===== src/rtl/rc5_key_sched_ctrl_pkg.sv =====
// Shared definitions for the RC5 key-schedule controller slice.
//   - RC5 magic constants P/Q for word widths 16/32/64
//   - controller state type
//   - address-width derivation helper
package rc5_key_sched_ctrl_pkg;

  localparam logic [15:0] RC5_PW16 = 16'hB7E1;
  localparam logic [15:0] RC5_QW16 = 16'h9E37;
  localparam logic [31:0] RC5_PW32 = 32'hB7E15163;
  localparam logic [31:0] RC5_QW32 = 32'h9E3779B9;
  localparam logic [63:0] RC5_PW64 = 64'hB7E151628AED2A6B;
  localparam logic [63:0] RC5_QW64 = 64'h9E3779B97F4A7C15;

  typedef enum logic [2:0] {
    ST_IDLE,
    ST_LOAD_KEY,
    ST_INIT_S,
    ST_MIX_RST,
    ST_MIX_START,
    ST_MIX_WAIT,
    ST_READY
  } state_t;

  // Address width for an n-entry array; never narrower than one bit.
  function automatic int unsigned addr_width(input int unsigned n);
    return (n > 1) ? $clog2(n) : 1;
  endfunction

  // Magic constant P for word width w (zero-extended to 64 bits).
  function automatic logic [63:0] rc5_p(input int unsigned w);
    case (w)
      16:      return {48'd0, RC5_PW16};
      64:      return RC5_PW64;
      default: return {32'd0, RC5_PW32};
    endcase
  endfunction

  // Magic constant Q for word width w (zero-extended to 64 bits).
  function automatic logic [63:0] rc5_q(input int unsigned w);
    case (w)
      16:      return {48'd0, RC5_QW16};
      64:      return RC5_QW64;
      default: return {32'd0, RC5_QW32};
    endcase
  endfunction

endpackage


===== src/rtl/rc5_key_sched_ctrl_if.sv =====
// Bus bundle for rc5_key_sched_ctrl: key-byte handshake, mixer control,
// mixer/encryption RAM requests and the muxed S/L RAM ports.
//   master : the controller (drives o* signals)
//   slave  : the surrounding system (drives i* signals)
interface rc5_key_sched_ctrl_if #(
  parameter int unsigned W = 32,
  parameter int unsigned C = 4,
  parameter int unsigned T = 26
);
  import rc5_key_sched_ctrl_pkg::*;

  localparam int unsigned C_LENGTH = addr_width(C);
  localparam int unsigned T_LENGTH = addr_width(T);

  logic                iLoad;
  logic                iKeyValid;
  logic [7:0]          iKeyByte;
  logic                oKeyByteReady;
  logic                oMixRst;
  logic                oMixStart;
  logic                iMixDone;
  logic [T_LENGTH-1:0] iMix_S_address;
  logic [W-1:0]        iMix_S_data;
  logic                iMix_S_we;
  logic [C_LENGTH-1:0] iMix_L_address;
  logic [W-1:0]        iMix_L_data;
  logic                iMix_L_we;
  logic [T_LENGTH-1:0] iEnc_S_address;
  logic [T_LENGTH-1:0] oS_address;
  logic [W-1:0]        oS_data;
  logic                oS_we;
  logic [C_LENGTH-1:0] oL_address;
  logic [W-1:0]        oL_data;
  logic                oL_we;
  logic                oSchedDone;

  modport master (
    input  iLoad, iKeyValid, iKeyByte, iMixDone,
    input  iMix_S_address, iMix_S_data, iMix_S_we,
    input  iMix_L_address, iMix_L_data, iMix_L_we,
    input  iEnc_S_address,
    output oKeyByteReady, oMixRst, oMixStart,
    output oS_address, oS_data, oS_we,
    output oL_address, oL_data, oL_we,
    output oSchedDone
  );

  modport slave (
    output iLoad, iKeyValid, iKeyByte, iMixDone,
    output iMix_S_address, iMix_S_data, iMix_S_we,
    output iMix_L_address, iMix_L_data, iMix_L_we,
    output iEnc_S_address,
    input  oKeyByteReady, oMixRst, oMixStart,
    input  oS_address, oS_data, oS_we,
    input  oL_address, oL_data, oL_we,
    input  oSchedDone
  );

endinterface


===== src/rtl/rc5_key_sched_ctrl_key_packer.sv =====
// rc5_key_packer: packs user-key bytes little-endian into W-bit L words.
//   clk, rst_n : clock, async active-low reset
//   clr_i      : restart packing (new key load)
//   accept_i   : byte_i is consumed this cycle
//   byte_i     : key byte
//   full_o     : all B = 4*C bytes have been consumed
//   l_we_o     : registered L write strobe, one cycle after the 4th byte of a word
//   l_addr_o   : L word index of that write
//   l_data_o   : packed word {b3,b2,b1,b0}
module rc5_key_packer
  import rc5_key_sched_ctrl_pkg::*;
#(
  parameter int unsigned W = 32,
  parameter int unsigned C = 4
) (
  input  logic                           clk,
  input  logic                           rst_n,
  input  logic                           clr_i,
  input  logic                           accept_i,
  input  logic [7:0]                     byte_i,
  output logic                           full_o,
  output logic                           l_we_o,
  output logic [addr_width(C)-1:0]       l_addr_o,
  output logic [W-1:0]                   l_data_o
);

  localparam int unsigned B        = 4 * C;
  localparam int unsigned C_LENGTH = addr_width(C);
  localparam int unsigned CNT_W    = addr_width(B + 1);

  logic [CNT_W-1:0]    cnt_q, cnt_d;
  logic [W-1:0]        word_q, word_d;
  logic                l_we_q, l_we_d;
  logic [C_LENGTH-1:0] l_addr_q, l_addr_d;
  logic [W-1:0]        l_data_q, l_data_d;
  logic [1:0]          pos;

  assign pos = cnt_q[1:0];

  always_comb begin
    cnt_d    = cnt_q;
    word_d   = word_q;
    l_we_d   = 1'b0;
    l_addr_d = l_addr_q;
    l_data_d = l_data_q;
    if (clr_i) begin
      cnt_d  = '0;
      word_d = '0;
    end else if (accept_i) begin
      // First byte of a word starts from a clean accumulator.
      word_d = (pos == 2'd0) ? '0 : word_q;
      word_d[8*pos +: 8] = byte_i;
      cnt_d = cnt_q + 1'b1;
      if (pos == 2'd3) begin
        l_we_d   = 1'b1;
        l_addr_d = C_LENGTH'(cnt_q >> 2);
        l_data_d = word_d;
      end
    end
  end

  always_ff @(posedge clk or negedge rst_n) begin
    if (!rst_n) begin
      cnt_q    <= '0;
      word_q   <= '0;
      l_we_q   <= 1'b0;
      l_addr_q <= '0;
      l_data_q <= '0;
    end else begin
      cnt_q    <= cnt_d;
      word_q   <= word_d;
      l_we_q   <= l_we_d;
      l_addr_q <= l_addr_d;
      l_data_q <= l_data_d;
    end
  end

  assign full_o   = (cnt_q == CNT_W'(B));
  assign l_we_o   = l_we_q;
  assign l_addr_o = l_addr_q;
  assign l_data_o = l_data_q;

endmodule


===== src/rtl/rc5_key_sched_ctrl.sv =====
// rc5_key_sched_ctrl: RC5 key-schedule sequencer.
// Loads the user key into L, fills S with P + k*Q, pulses the mixer reset
// and start, then hands the S read port to encryption once mixing is done.
//   clk, rst_n : clock, async active-low reset
//   bus        : rc5_key_sched_ctrl_if.master -- key-byte handshake,
//                mixer control, mixer/encryption requests, muxed S/L ports,
//                oSchedDone (expanded key valid)
module rc5_key_sched_ctrl
  import rc5_key_sched_ctrl_pkg::*;
#(
  parameter int unsigned W  = 32,
  parameter int unsigned C  = 4,
  parameter int unsigned T  = 26,
  parameter logic [W-1:0] PW = W'(rc5_p(W)),
  parameter logic [W-1:0] QW = W'(rc5_q(W))
) (
  input  logic                  clk,
  input  logic                  rst_n,
  rc5_key_sched_ctrl_if.master  bus
);

  localparam int unsigned C_LENGTH = addr_width(C);
  localparam int unsigned T_LENGTH = addr_width(T);

  state_t              state_q, state_d;
  logic                s_we_q, s_we_d;
  logic [T_LENGTH-1:0] s_addr_q, s_addr_d;
  logic [W-1:0]        s_data_q, s_data_d;
  logic                mix_rst_q, mix_rst_d;
  logic                mix_start_q, mix_start_d;
  logic                done_q, done_d;

  logic                load_ok;
  logic                key_ready;
  logic                key_accept;
  logic                pk_full;
  logic                pk_l_we;
  logic [C_LENGTH-1:0] pk_l_addr;
  logic [W-1:0]        pk_l_data;

  assign load_ok    = bus.iLoad && ((state_q == ST_IDLE) || (state_q == ST_READY));
  assign key_ready  = (state_q == ST_LOAD_KEY) && !pk_full;
  assign key_accept = key_ready && bus.iKeyValid;

  rc5_key_packer #(
    .W (W),
    .C (C)
  ) u_packer (
    .clk      (clk),
    .rst_n    (rst_n),
    .clr_i    (load_ok),
    .accept_i (key_accept),
    .byte_i   (bus.iKeyByte),
    .full_o   (pk_full),
    .l_we_o   (pk_l_we),
    .l_addr_o (pk_l_addr),
    .l_data_o (pk_l_data)
  );

  // Next state and registered controller outputs. S-port values are
  // prepared one cycle ahead so INIT_S cycle k presents S[k] from a flop.
  always_comb begin
    state_d     = state_q;
    s_we_d      = 1'b0;
    s_addr_d    = s_addr_q;
    s_data_d    = s_data_q;
    mix_rst_d   = 1'b0;
    mix_start_d = 1'b0;
    done_d      = done_q;
    case (state_q)
      ST_IDLE: begin
        if (load_ok) state_d = ST_LOAD_KEY;
      end
      ST_LOAD_KEY: begin
        // Leave once the final L word write is on the port.
        if (pk_full && pk_l_we) begin
          state_d  = ST_INIT_S;
          s_we_d   = 1'b1;
          s_addr_d = '0;
          s_data_d = PW;
        end
      end
      ST_INIT_S: begin
        if (s_addr_q == T_LENGTH'(T - 1)) begin
          state_d   = ST_MIX_RST;
          mix_rst_d = 1'b1;
        end else begin
          s_we_d   = 1'b1;
          s_addr_d = s_addr_q + 1'b1;
          s_data_d = s_data_q + QW;
        end
      end
      ST_MIX_RST: begin
        state_d     = ST_MIX_START;
        mix_start_d = 1'b1;
      end
      ST_MIX_START: begin
        state_d = ST_MIX_WAIT;
      end
      ST_MIX_WAIT: begin
        if (bus.iMixDone) begin
          state_d = ST_READY;
          done_d  = 1'b1;
        end
      end
      ST_READY: begin
        if (load_ok) begin
          state_d = ST_LOAD_KEY;
          done_d  = 1'b0;
        end
      end
      default: state_d = ST_IDLE;
    endcase
  end

  always_ff @(posedge clk or negedge rst_n) begin
    if (!rst_n) begin
      state_q     <= ST_IDLE;
      s_we_q      <= 1'b0;
      s_addr_q    <= '0;
      s_data_q    <= '0;
      mix_rst_q   <= 1'b0;
      mix_start_q <= 1'b0;
      done_q      <= 1'b0;
    end else begin
      state_q     <= state_d;
      s_we_q      <= s_we_d;
      s_addr_q    <= s_addr_d;
      s_data_q    <= s_data_d;
      mix_rst_q   <= mix_rst_d;
      mix_start_q <= mix_start_d;
      done_q      <= done_d;
    end
  end

  // RAM port ownership follows the registered state only.
  always_comb begin
    bus.oS_address = s_addr_q;
    bus.oS_data    = s_data_q;
    bus.oS_we      = s_we_q;
    bus.oL_address = pk_l_addr;
    bus.oL_data    = pk_l_data;
    bus.oL_we      = pk_l_we;
    case (state_q)
      ST_MIX_WAIT: begin
        bus.oS_address = bus.iMix_S_address;
        bus.oS_data    = bus.iMix_S_data;
        bus.oS_we      = bus.iMix_S_we;
        bus.oL_address = bus.iMix_L_address;
        bus.oL_data    = bus.iMix_L_data;
        bus.oL_we      = bus.iMix_L_we;
      end
      ST_READY: begin
        bus.oS_address = bus.iEnc_S_address;
        bus.oS_we      = 1'b0;
        bus.oL_we      = 1'b0;
      end
      default: ;
    endcase
  end

  assign bus.oKeyByteReady = key_ready;
  assign bus.oMixRst       = mix_rst_q;
  assign bus.oMixStart     = mix_start_q;
  assign bus.oSchedDone    = done_q;

endmodule


===== src/flat_wrapper.sv =====
// flat-port wrapper written by rule: the top's interface ports become plain ports
module rc5_key_sched_ctrl_flat import rc5_key_sched_ctrl_pkg::*;
#(
  parameter int unsigned W  = 32,
  parameter int unsigned C  = 4,
  parameter int unsigned T  = 26,
  parameter logic [W-1:0] PW = W'(rc5_p(W)),
  parameter logic [W-1:0] QW = W'(rc5_q(W))
)
  (clk, rst_n, bus_iLoad, bus_iKeyValid, bus_iKeyByte, bus_iMixDone, bus_iMix_S_address, bus_iMix_S_data, bus_iMix_S_we, bus_iMix_L_address, bus_iMix_L_data, bus_iMix_L_we, bus_iEnc_S_address, bus_oKeyByteReady, bus_oMixRst, bus_oMixStart, bus_oS_address, bus_oS_data, bus_oS_we, bus_oL_address, bus_oL_data, bus_oL_we, bus_oSchedDone);
  rc5_key_sched_ctrl_if #(.W(W), .C(C), .T(T)) bus_i ();
  input  logic clk;
  input  logic rst_n;
  input wire logic [$bits(bus_i.iLoad)-1:0] bus_iLoad;
  input wire logic [$bits(bus_i.iKeyValid)-1:0] bus_iKeyValid;
  input wire logic [$bits(bus_i.iKeyByte)-1:0] bus_iKeyByte;
  input wire logic [$bits(bus_i.iMixDone)-1:0] bus_iMixDone;
  input wire logic [$bits(bus_i.iMix_S_address)-1:0] bus_iMix_S_address;
  input wire logic [$bits(bus_i.iMix_S_data)-1:0] bus_iMix_S_data;
  input wire logic [$bits(bus_i.iMix_S_we)-1:0] bus_iMix_S_we;
  input wire logic [$bits(bus_i.iMix_L_address)-1:0] bus_iMix_L_address;
  input wire logic [$bits(bus_i.iMix_L_data)-1:0] bus_iMix_L_data;
  input wire logic [$bits(bus_i.iMix_L_we)-1:0] bus_iMix_L_we;
  input wire logic [$bits(bus_i.iEnc_S_address)-1:0] bus_iEnc_S_address;
  output wire logic [$bits(bus_i.oKeyByteReady)-1:0] bus_oKeyByteReady;
  output wire logic [$bits(bus_i.oMixRst)-1:0] bus_oMixRst;
  output wire logic [$bits(bus_i.oMixStart)-1:0] bus_oMixStart;
  output wire logic [$bits(bus_i.oS_address)-1:0] bus_oS_address;
  output wire logic [$bits(bus_i.oS_data)-1:0] bus_oS_data;
  output wire logic [$bits(bus_i.oS_we)-1:0] bus_oS_we;
  output wire logic [$bits(bus_i.oL_address)-1:0] bus_oL_address;
  output wire logic [$bits(bus_i.oL_data)-1:0] bus_oL_data;
  output wire logic [$bits(bus_i.oL_we)-1:0] bus_oL_we;
  output wire logic [$bits(bus_i.oSchedDone)-1:0] bus_oSchedDone;
  assign bus_i.iLoad = bus_iLoad;
  assign bus_i.iKeyValid = bus_iKeyValid;
  assign bus_i.iKeyByte = bus_iKeyByte;
  assign bus_i.iMixDone = bus_iMixDone;
  assign bus_i.iMix_S_address = bus_iMix_S_address;
  assign bus_i.iMix_S_data = bus_iMix_S_data;
  assign bus_i.iMix_S_we = bus_iMix_S_we;
  assign bus_i.iMix_L_address = bus_iMix_L_address;
  assign bus_i.iMix_L_data = bus_iMix_L_data;
  assign bus_i.iMix_L_we = bus_iMix_L_we;
  assign bus_i.iEnc_S_address = bus_iEnc_S_address;
  assign bus_oKeyByteReady = bus_i.oKeyByteReady;
  assign bus_oMixRst = bus_i.oMixRst;
  assign bus_oMixStart = bus_i.oMixStart;
  assign bus_oS_address = bus_i.oS_address;
  assign bus_oS_data = bus_i.oS_data;
  assign bus_oS_we = bus_i.oS_we;
  assign bus_oL_address = bus_i.oL_address;
  assign bus_oL_data = bus_i.oL_data;
  assign bus_oL_we = bus_i.oL_we;
  assign bus_oSchedDone = bus_i.oSchedDone;
  rc5_key_sched_ctrl #(.W(W), .C(C), .T(T), .PW(PW), .QW(QW)) u_core (.clk(clk), .rst_n(rst_n), .bus(bus_i));
endmodule

===== config.mk =====
export PLATFORM = sky130hd
export DESIGN_NAME = rc5_key_sched_ctrl_flat
export DESIGN_NICKNAME = d
export VERILOG_FILES = /design/src/rtl/rc5_key_sched_ctrl_pkg.sv /design/src/rtl/rc5_key_sched_ctrl_if.sv /design/src/rtl/rc5_key_sched_ctrl_key_packer.sv /design/src/rtl/rc5_key_sched_ctrl.sv /design/src/flat_wrapper.sv
export SDC_FILE = /design/constraint.sdc
export NUM_CORES = 1
export LEC_CHECK = 0
export BUFFER_PORTS_ARGS = -buffer_cell sky130_fd_sc_hd__buf_2
export CELL_PAD_IN_SITES_DETAIL_PLACEMENT = 0
export CELL_PAD_IN_SITES_GLOBAL_PLACEMENT = 2
export CORE_AREA = 2 2 152 154
export DETAILED_ROUTE_END_ITERATION = 12
export DIE_AREA = 0 0 154 156
export PLACE_DENSITY_LB_ADDON = 0.1
export SYNTH_ARGS = -nofsm -noshare
export SYNTH_HDL_FRONTEND = slang
export SYNTH_SLANG_ARGS = --single-unit

===== constraint.sdc =====
create_clock -name clk -period 2.6 [get_ports clk]
set_input_delay 0.52 -clock clk [delete_from_list [all_inputs] [get_ports clk]]
set_output_delay 0.52 -clock clk [all_outputs]
set_load 0.05 [all_outputs]

* Word-level counts from Yosys, hierarchy flattened *
Index checks and enable logic that the tools add are counted.

storage, ports and cells
  register bits = 116
  input bits = 91
  word-level logic and storage cells = 85

operators by class
  add/sub/neg operators = 4
  equality and inequality tests = 15
  shift operators = 2
  muxes and demuxes = 35
  bitwise logic cells = 1
  reductions and logical operators = 16

operators with widths
  kind                     number
  $mux 32                  7
  $pmux 32 s2              1
  $neg 5->34               1
  $shift 8x34->32 const A  1
  $shiftx 8x34->32         1
  $add 32x32->32 const B   1
  $bwmux 32                1
  $mux 5                   4
  $pmux 5 s2               2
  $pmux 3 s6               1
  $mux 3                   4
  $add 5x1->5 const B      2
  $eq 5x5->1 const B       2
  $mux 1                   10
  $eq 3x3->1 const B       3
  $reduce_and 3->1         3
  $pmux 1 s2               4
  $eq 3x2->1 const B       2
  $ne 2x1->1 const B       3
  $ne 2x2->1 const B       3
  $reduce_bool 2->1        3
  $logic_and 1x1->1        4
  $reduce_and 4->1         1
  $eq 3x1->1 const B       1
  other kinds (8)          8

* Longest topological paths before layout *
Gate-level depths: netlist of the first run.

  word-level depth = 6
  mapped depth = 9

* Cells and area by module *
From an unflattened synthesis of the first run, not the netlist that was laid out.

unflattened totals
  cell total of the unflattened synthesis = 659
  area total of the unflattened synthesis = 6388.6 sq um

by module, submodules not included
  module              instances  cells each  area an instance (sq um)  sequential area each (sq um)
  rc5_key_sched_ctrl  1          396         3538.4                    1101.1
  rc5_key_packer      1          263         2850.2                    1601.5

* Worst setup path after synthesis of the first run *
OpenSTA, ideal clock, no wires.

  kind = register to output
  start = register u_core.state_q[0]
  end = output port bus_oL_we
  data arrival time = 2.369 ns
  setup slack = -0.289 ns
  stages on the path, launching flop included = 6
  cell sequence = dfrtp_1 clkbuf_1 clkbuf_1 clkbuf_1 a31oi_1 o21ai_0

on the way
  longest elaborated chain between the ends = 2

ends and longest elaborated chain
  item                    RTL line                   RTL
  start, declared         rc5_key_sched_ctrl.sv:25   state_t state_q, state_d;
  start signal, assigned  rc5_key_sched_ctrl.sv:126  state_q <= state_d;
  $eq 3x3->1              rc5_key_sched_ctrl.sv:144  case (state_q)
  $pmux 1 s2 (*)          rc5_key_sched_ctrl.sv:144
  end, declared           flat_wrapper.sv:33         output wire logic [$bits(bus_i.oL_we)-1:0] bus_oL_we;

Every way passes the cells marked *; elsewhere a longest branch is shown, timed or not.

* Final worst setup path of the first run *
  start = register u_core.state_q[2]
  end = output port bus_oS_data[2]

on the way
  longest elaborated chain between the ends = 2

ends and longest elaborated chain
  item           RTL line                   RTL
  $eq 3x3->1     rc5_key_sched_ctrl.sv:144
  $mux 32        rc5_key_sched_ctrl.sv:144
  end, declared  flat_wrapper.sv:29         output wire logic [$bits(bus_i.oS_data)-1:0] bus_oS_data;

No other way between the ends.

==> impl_metrics.ini, run 1 <==
[outcome]
status = completed

[die]
fp.dieH_microns = 156
core_sq_um = 22400
die_w_microns = 154
start_util_pct = 29.6
io_pins = 168
row_count = 55
design.die.area_sq_um = 24000

[worst_hold_path]
hp-start = bus_iMixDone
worstHoldEndpoint = u_core.bus.oSchedDone
hold_path_depth = 3
min_path_type = in2reg

[grt]
grt_pass1_vias = 5798
grt_first_pass_wirelength_microns = 30900
grtUsageTotal_pct = 16.3
grt_antenna_before_repair = 0
grt_overflow = 0
grt_max_degree = 74

[final_layout]
drive_gt1_share_pct = 36.9
syn_to_final_growth_pct = 28.1
final_nets = 928
n_antenna_cell = 0

[sta]
setup-violations-final = 0
finalHoldViolCount = 0
max_freq_mhz = 400
finalCritPeriodShare_pct = 96.1
fin_ws_ns = 0.100
tns_ns = 0
period_minus_slack_ns = 2.50
fin_skew_ns = 0.0105
rsz0062_at_grt = false
worst_slew_pin_slew_ns = 0.872
slew_headroom_pct = 41.6
drv_slew = 0

[critical_path]
worstPathRequired_ns = 2.08
end_kind = output port
critical_path_class = reg2out
arrival_ns = 1.98
r2r_cells = 7
path_max_fanout = 66
critPathLaunchType = register
r2r_start = u_core.u_packer.cnt_q[0]
r2r_setup_slack_ns = 0.25
worstReg2RegEnd = u_core.u_packer.word_q[19]

[synth]
synth_fp_nets = 765
yosys_warnings = 0
synth_area_sq_um = 6620
yosys.area.top_type_share_pct = 43.8
ys_seq_elements = 116
syn_inst = 665
synthFlopType = dfrtp_1
synth_edf_count = 0
synth_cell_types = 63
yosysSeqAreaShare_pct = 43.8
ys_async_sr_fraction_pct = 100
avgSynthCellArea_sq_um = 9.96
synth_area_leader_cell = dfrtp_1
synthTopCellsByArea = dfrtp_1 (44%), mux2_2 (12%), a22o_1 (4.4%)

[detailed_routing]
detail_route.wl_per_cell_microns = 17.2
ant_nets = 0
via_count = 5830
vias_per_cell = 5.18
first_iter_violations = 268
firstDrtPassIters = 5
drt-total-wl_microns = 19400
drc = 0

[pwr]
power_density_nw_per_um2 = 1300
power_switching_mw = 5.41
p_leak_nw = 3.95
clkPwrFrac_pct = 21.8
swShare_pct = 48.9
p_int_mw = 5.65
pwr-share-seq_pct = 24.6
vdd_drop_max_mv = 0.555
p_comb_share_pct = 53.7

[placed_design]
gp_congestion = 0.747
place_ws_ns = 0.247
dp_hpwl_microns = 13600
io_buffers = 167

[clock_tree]
cts_tree = built
htree_levels = 4
clock_sinks = 116
cts_inserted_buffers = 17
insertion_delay_ns = 0.42
clockBufferDepth = 2
clk_pin_slew_ns = 0.06
root_buffer = clkbuf_16

[flow_run]
drv_cap = 0
[area by class of cell]
type                            count  area [sq um]
Tap cell                          285           357
Clock inverter                     10           123
Clock buffer                       22           484
Inverter                            7          26.3
Multi-Input combinational cell    490          3490
Sequential cell                   116          2900
Fill cell                        2256         13900
Timing Repair Buffer              196          1100
[layout by cell type, fill, tap and decap left out, types with 8 or more instances in the layout]
master,count
clkbuf_16,17
a22o_1,33
o21ai_1,24
ha_1,9
nand2_1,62
dfrtp_1,115
nand2b_1,9
nor2_1,37
buf_2,166
a21oi_1,16
mux2i_1,8
xor2_1,9
o21ai_0,33
mux2_2,71
a22oi_1,28
xnor2_1,8
nand3_1,19
nor3_1,12
buf_4,25
[registers in the layout (all words and copies together) (netlist names)]
name,cells
u_core.s_addr_q,5
u_core.u_packer.l_we_o,1
u_core.bus.oMixRst,1
u_core.state_q,3
u_core.bus.oMixStart,1
u_core.u_packer.l_data_o,32
u_core.s_data_q,32
u_core.u_packer.word_q,32
u_core.bus.oSchedDone,1
u_core.u_packer.l_addr_o,2
u_core.u_packer.cnt_q,5
u_core.s_we_q,1
[routing by layer]
layer  up-vias  global-route usage, %  share of wire (%)
met5         -                      0                  0
met4         0                   5.43                1.4
met3        23                   3.25                4.3
met2       139                   28.8                 50
met1      2876                   19.9                 44
li1       2792                      -                  -
[worst max path at each step]
stage | from | end | cells after the start
3_3_place_gp | u_core.u_packer.cnt_q[0] | u_core.u_packer.word_q[7] | 7
6_report | u_core.state_q[2] | bus_oS_data[2] | 4
4_1_cts | u_core.state_q[2] | bus_oS_address[2] | 6
5_1_grt | u_core.state_q[2] | bus_oS_address[1] | 7
2_1_floorplan | u_core.state_q[0] | bus_oL_we | 5
3_5_place_dp | u_core.u_packer.cnt_q[0] | u_core.u_packer.word_q[7] | 7
[power groups by stage]
stage / clock [mW] / sequential (mW) / combinational [mW]
after detailed placement: 0 / 2.74 / 5.95
after global routing: 2.57 / 2.79 / 6.39
final: 2.41 / 2.72 / 5.94
after floorplan: 0 / 2.54 / 4.73
after global placement: 0 / 2.73 / 5.90
after CTS: 2.47 / 2.72 / 5.98
[stage by stage]
stage               instances  instance area [sq um]  hold slack, ns  power (mW)  util, %
floorplan                 665                   6630           0.224        7.27        -
global placement         1093                   7860           0.331        8.63     35.1
detailed placement       1093                   7860           0.330        8.69     35.1
CTS                      1126                   8480           0.420        11.2     37.9
global route             1126                   8490           0.450        11.7     37.9
finish                   1126                   8490           0.428        11.1     37.9
[worst max-delay path, stage by stage, from the launching register on]
cell and delay [ns]:
dfrtp_2 0.44, nand3b_1 0.14, buf_12 0.33, mux2_2 0.39, buf_2 0.21
[synthesized netlist by cell type, drive strengths merged (13+ instances only)]
cell,n
o21ai,57
nor2,37
clkbuf,28
buf,24
a22o,33
nand3,19
a21oi,17
nor3,13
dfrtp,116
nand2,63
mux2,73
a22oi,28
[what timing repair did]
item / 4_1_cts / 5_1_grt
pin swaps: 0 / 0
buffers inserted: 0 / 0
endpoints found under the setup margin: 3 / 5
hold buffers: 1 / 0
hold endpoints to repair: 1 / 0
resized for setup: 1 / 5
[cell families (layout without fill, tap and decap cells)]
| family | count (synthesis) | count (layout) | synth area share, % |
|---|---|---|---|
| AO/OA/AOI/OAI | 185 | 185 | 19.3 |
| XOR/XNOR | 17 | 17 | 2.25 |
| adder cells (fa/ha/maj) | 9 | 9 | 1.70 |
| buffers and inverters | 59 | 235 | 3.59 |
| flip-flops | 116 | 116 | 43.8 |
| multiplexers | 81 | 81 | 13.6 |
| AND/OR/NAND/NOR | 198 | 198 | 15.7 |
No activity file was read; power rests on OpenSTA's default activity.
==> inputs of run 2 (changes only) <==
--- a/config.mk
+++ b/config.mk
@@ -5,12 +5,13 @@
 export SDC_FILE = /design/constraint.sdc
 export NUM_CORES = 1
 export LEC_CHECK = 0
+export ABC_AREA = 1
 export BUFFER_PORTS_ARGS = -buffer_cell sky130_fd_sc_hd__buf_2
 export CELL_PAD_IN_SITES_DETAIL_PLACEMENT = 0
 export CELL_PAD_IN_SITES_GLOBAL_PLACEMENT = 2
-export CORE_AREA = 2 2 152 154
+export CORE_AREA = 2 2 156 158
 export DETAILED_ROUTE_END_ITERATION = 12
-export DIE_AREA = 0 0 154 156
+export DIE_AREA = 0 0 158 160
 export PLACE_DENSITY_LB_ADDON = 0.1
 export SYNTH_ARGS = -nofsm -noshare
 export SYNTH_HDL_FRONTEND = slang
==> run 2 against run 1 <==
Against the previous run:
- worst setup slack better by 0.020 ns
- synthesized area grew 5.0%
- sequential power increased by 1%
- cell count increased by 32%
- sequential cell count unchanged
- fmax increased by 0.79%
- largest power group unchanged
- highest routed layer unchanged
==> impl_metrics.ini, run 2 <==
[critical_path]
worstPathRequired_ns = 2.08
path_max_fanout = 58
r2r_setup_slack_ns = 0.40
endpoint = bus_oS_data[19]
critical_path_class = reg2out
cp-startpoint = u_core.state_q[1]
r2r_start = u_core.u_packer.cnt_q[1]
end_kind = output port
r2r_cells = 9
arrival_ns = 1.96
worstReg2RegEnd = u_core.u_packer.word_q[19]
critPathLaunchType = register

[synth]
synthFlopType = dfrtp_1
ys_seq_elements = 116
ys_async_sr_fraction_pct = 100
avgSynthCellArea_sq_um = 7.08
yosys.area.top_type_share_pct = 41.7
yosysSeqAreaShare_pct = 41.7
synth_area_leader_cell = dfrtp_1
synth_area_sq_um = 6960
synth_fp_nets = 1082
syn_inst = 982
yosysMostFrequentCell = nand2_1
synth_cell_types = 42
synth_edf_count = 0
yosys_warnings = 0
synthTopCellsByArea = dfrtp_1 (42%), nand2_1 (15%), o21ai_0 (7.9%)
synthTopCellsByCount = nand2_1 (281), inv_1 (135), dfrtp_1 (116), o21ai_0 (110), nor2_1 (67)

[placed_design]
dp_hpwl_microns = 16700
io_buffers = 167
post-place-cells = 1452
gp_congestion = 0.763

[pwr]
power_density_nw_per_um2 = 1400
vdd_drop_max_mv = 0.452
p_leak_nw = 4.31
finalPower_mw = 12.4

[clock_tree]
clock_sinks = 116
htree_levels = 4
root_buffer = clkbuf_16
post_cts_buffers = 0
clockBufferDepth = 2
insertion_delay_ns = 0.42
clk_pin_slew_ns = 0.06
cts_tree = built
cts_inserted_buffers = 17
cts_hold_buf = 0

[final_layout]
drive_gt1_share_pct = 21.1
final_common_cell = nand2_1
final_nets = 1248
instances_no_fill = 1485
final_cell_mix = nand2_1 (280), inv_1 (135), buf_2 (130)
n_fill_cell = 2653
syn_to_final_growth_pct = 27.8
n_antenna_cell = 0

[sta]
period_minus_slack_ns = 2.48
rsz0062_at_grt = true
finalHoldViolCount = 0
setup-violations-final = 0
max_freq_mhz = 403
slew_headroom_pct = 61.9
finalCritPeriodShare_pct = 95.4
worst_slew_pin_slew_ns = 0.570
drv_slew = 0
fin_skew_ns = 0.00943
holdWs_ns = 0.0480

[detailed_routing]
firstDrtPassIters = 5
top_layer = met4
detail_route.wl_per_cell_microns = 15.4
wl_met2_microns = 12100
ant_nets = 0
via_count = 6838
first_iter_violations = 300
wl_met1_microns = 9920
drc = 0
drt-total-wl_microns = 22800
vias_per_cell = 4.60
wl_met3_microns = 622

[die]
die_w_microns = 158
design.die.area_sq_um = 25300
row_count = 57
start_util_pct = 29.2
fp.dieH_microns = 160
core_sq_um = 23800
io_pins = 168

[grt]
grt_pass1_vias = 6681
grt_max_degree = 59
grtUsageTotal_pct = 18.2
grt_overflow = 0
grt_first_pass_wirelength_microns = 35800
grt_antenna_before_repair = 0

[flow_run]
drv_cap = 0

[outcome]
status = completed

[worst_hold_path]
min_path_type = in2async
[run 2: cell types whose count changed after synthesis, sizes merged, moves of 15 or more]
cell / previous run / this run
nand2: 63 / 284
inv: 6 / 143
o21ai: 57 / 131
mux2: 73 / 0
nand3: 19 / 69
o22ai: 2 / 41
nor2: 37 / 71
a22o: 33 / 3
a22oi: 28 / 0
clkbuf: 28 / 13
[run 2: worst min-delay path by stage]
| stage | from | endpoint | slack [ns] |
|---|---|---|---|
| final | rst_n | u_core.s_data_q[6] | 0.05 |
| after detailed placement | u_core.s_data_q[31] | u_core.s_data_q[31] | 0.47 |
| after floorplan | rst_n | u_core.bus.oMixRst | 0.22 |
| after global routing | rst_n | u_core.s_data_q[6] | 0.07 |
| after global placement | u_core.s_data_q[28] | u_core.s_data_q[28] | 0.46 |
| after CTS | rst_n | u_core.s_data_q[6] | 0.06 |
[run 2: where the power goes]
group	internal, mW	total, mW	switching [mW]	leakage (nW)
Sequential	2.35	2.76	0.404	1.44
Combinational	1.91	7.31	5.40	2.59
Clock	1.37	2.35	0.985	0.276
[run 2: kinds of logic (layout without fill, tap and decap cells)]
family,count (synthesis),after routing,share of synthesized area (%)
AND/OR/NAND/NOR,459,459,28.3
XOR/XNOR,4,4,0.504
buffers and inverters,182,361,10.7
AO/OA/AOI/OAI,212,212,17.1
flip-flops,116,116,41.7
adder cells (fa/ha/maj),9,9,1.62
[run 2: per-stage QoR]
| stage | setup WS [ns] | cell area (sq um) | utilization (%) | TNS (ns) |
|---|---|---|---|---|
| 2_1_floorplan | -0.0456 | 6960 | - | -0.274 |
| 3_3_place_gp | 0.411 | 8180 | 34.3 | 0 |
| 3_5_place_dp | 0.390 | 8180 | 34.3 | 0 |
| 4_1_cts | 0.0166 | 8770 | 36.8 | 0 |
| 5_1_grt | -0.0542 | 8890 | 37.3 | -0.219 |
| 6_report | 0.120 | 8890 | 37.3 | 0 |
[run 2: area by class of cell]
| cell class | instances | area, sq um | area share [%] |
|---|---|---|---|
| Tap cell | 324 | 405 | 4.56 |
| Inverter | 144 | 546 | 6.13 |
| Clock inverter | 14 | 143 | 1.60 |
| Sequential cell | 116 | 2900 | 32.7 |
| Timing Repair Buffer | 185 | 1140 | 12.8 |
| Multi-Input combinational cell | 684 | 3320 | 37.3 |
| Clock buffer | 18 | 439 | 4.94 |
[run 2: worst max-delay path, stage by stage, from the launching register on]
cell	delay [ns]
dfrtp_1	0.42
inv_2	0.15
nand3_2	0.12
clkinv_4	0.18
buf_16	0.23
nand2_1	0.07
o21ai_0	0.08
clkbuf_4	0.26
[run 2: metal layers]
| layer | vias up | GRT usage [%] |
|---|---|---|
| met4 | 0 | 4.67 |
| met2 | 105 | 32.9 |
| met3 | 18 | 3.12 |
| met5 | - | 0 |
| met1 | 3182 | 22.3 |
| li1 | 3533 | - |
[run 2: timing repair]
| action | 4_1_cts | 5_1_grt |
|---|---|---|
| gates cloned | 0 | 1 |
| gates resized for setup | 3 | 46 |
| pin swaps | 0 | 0 |
| setup endpoints to repair | 3 | 61 |
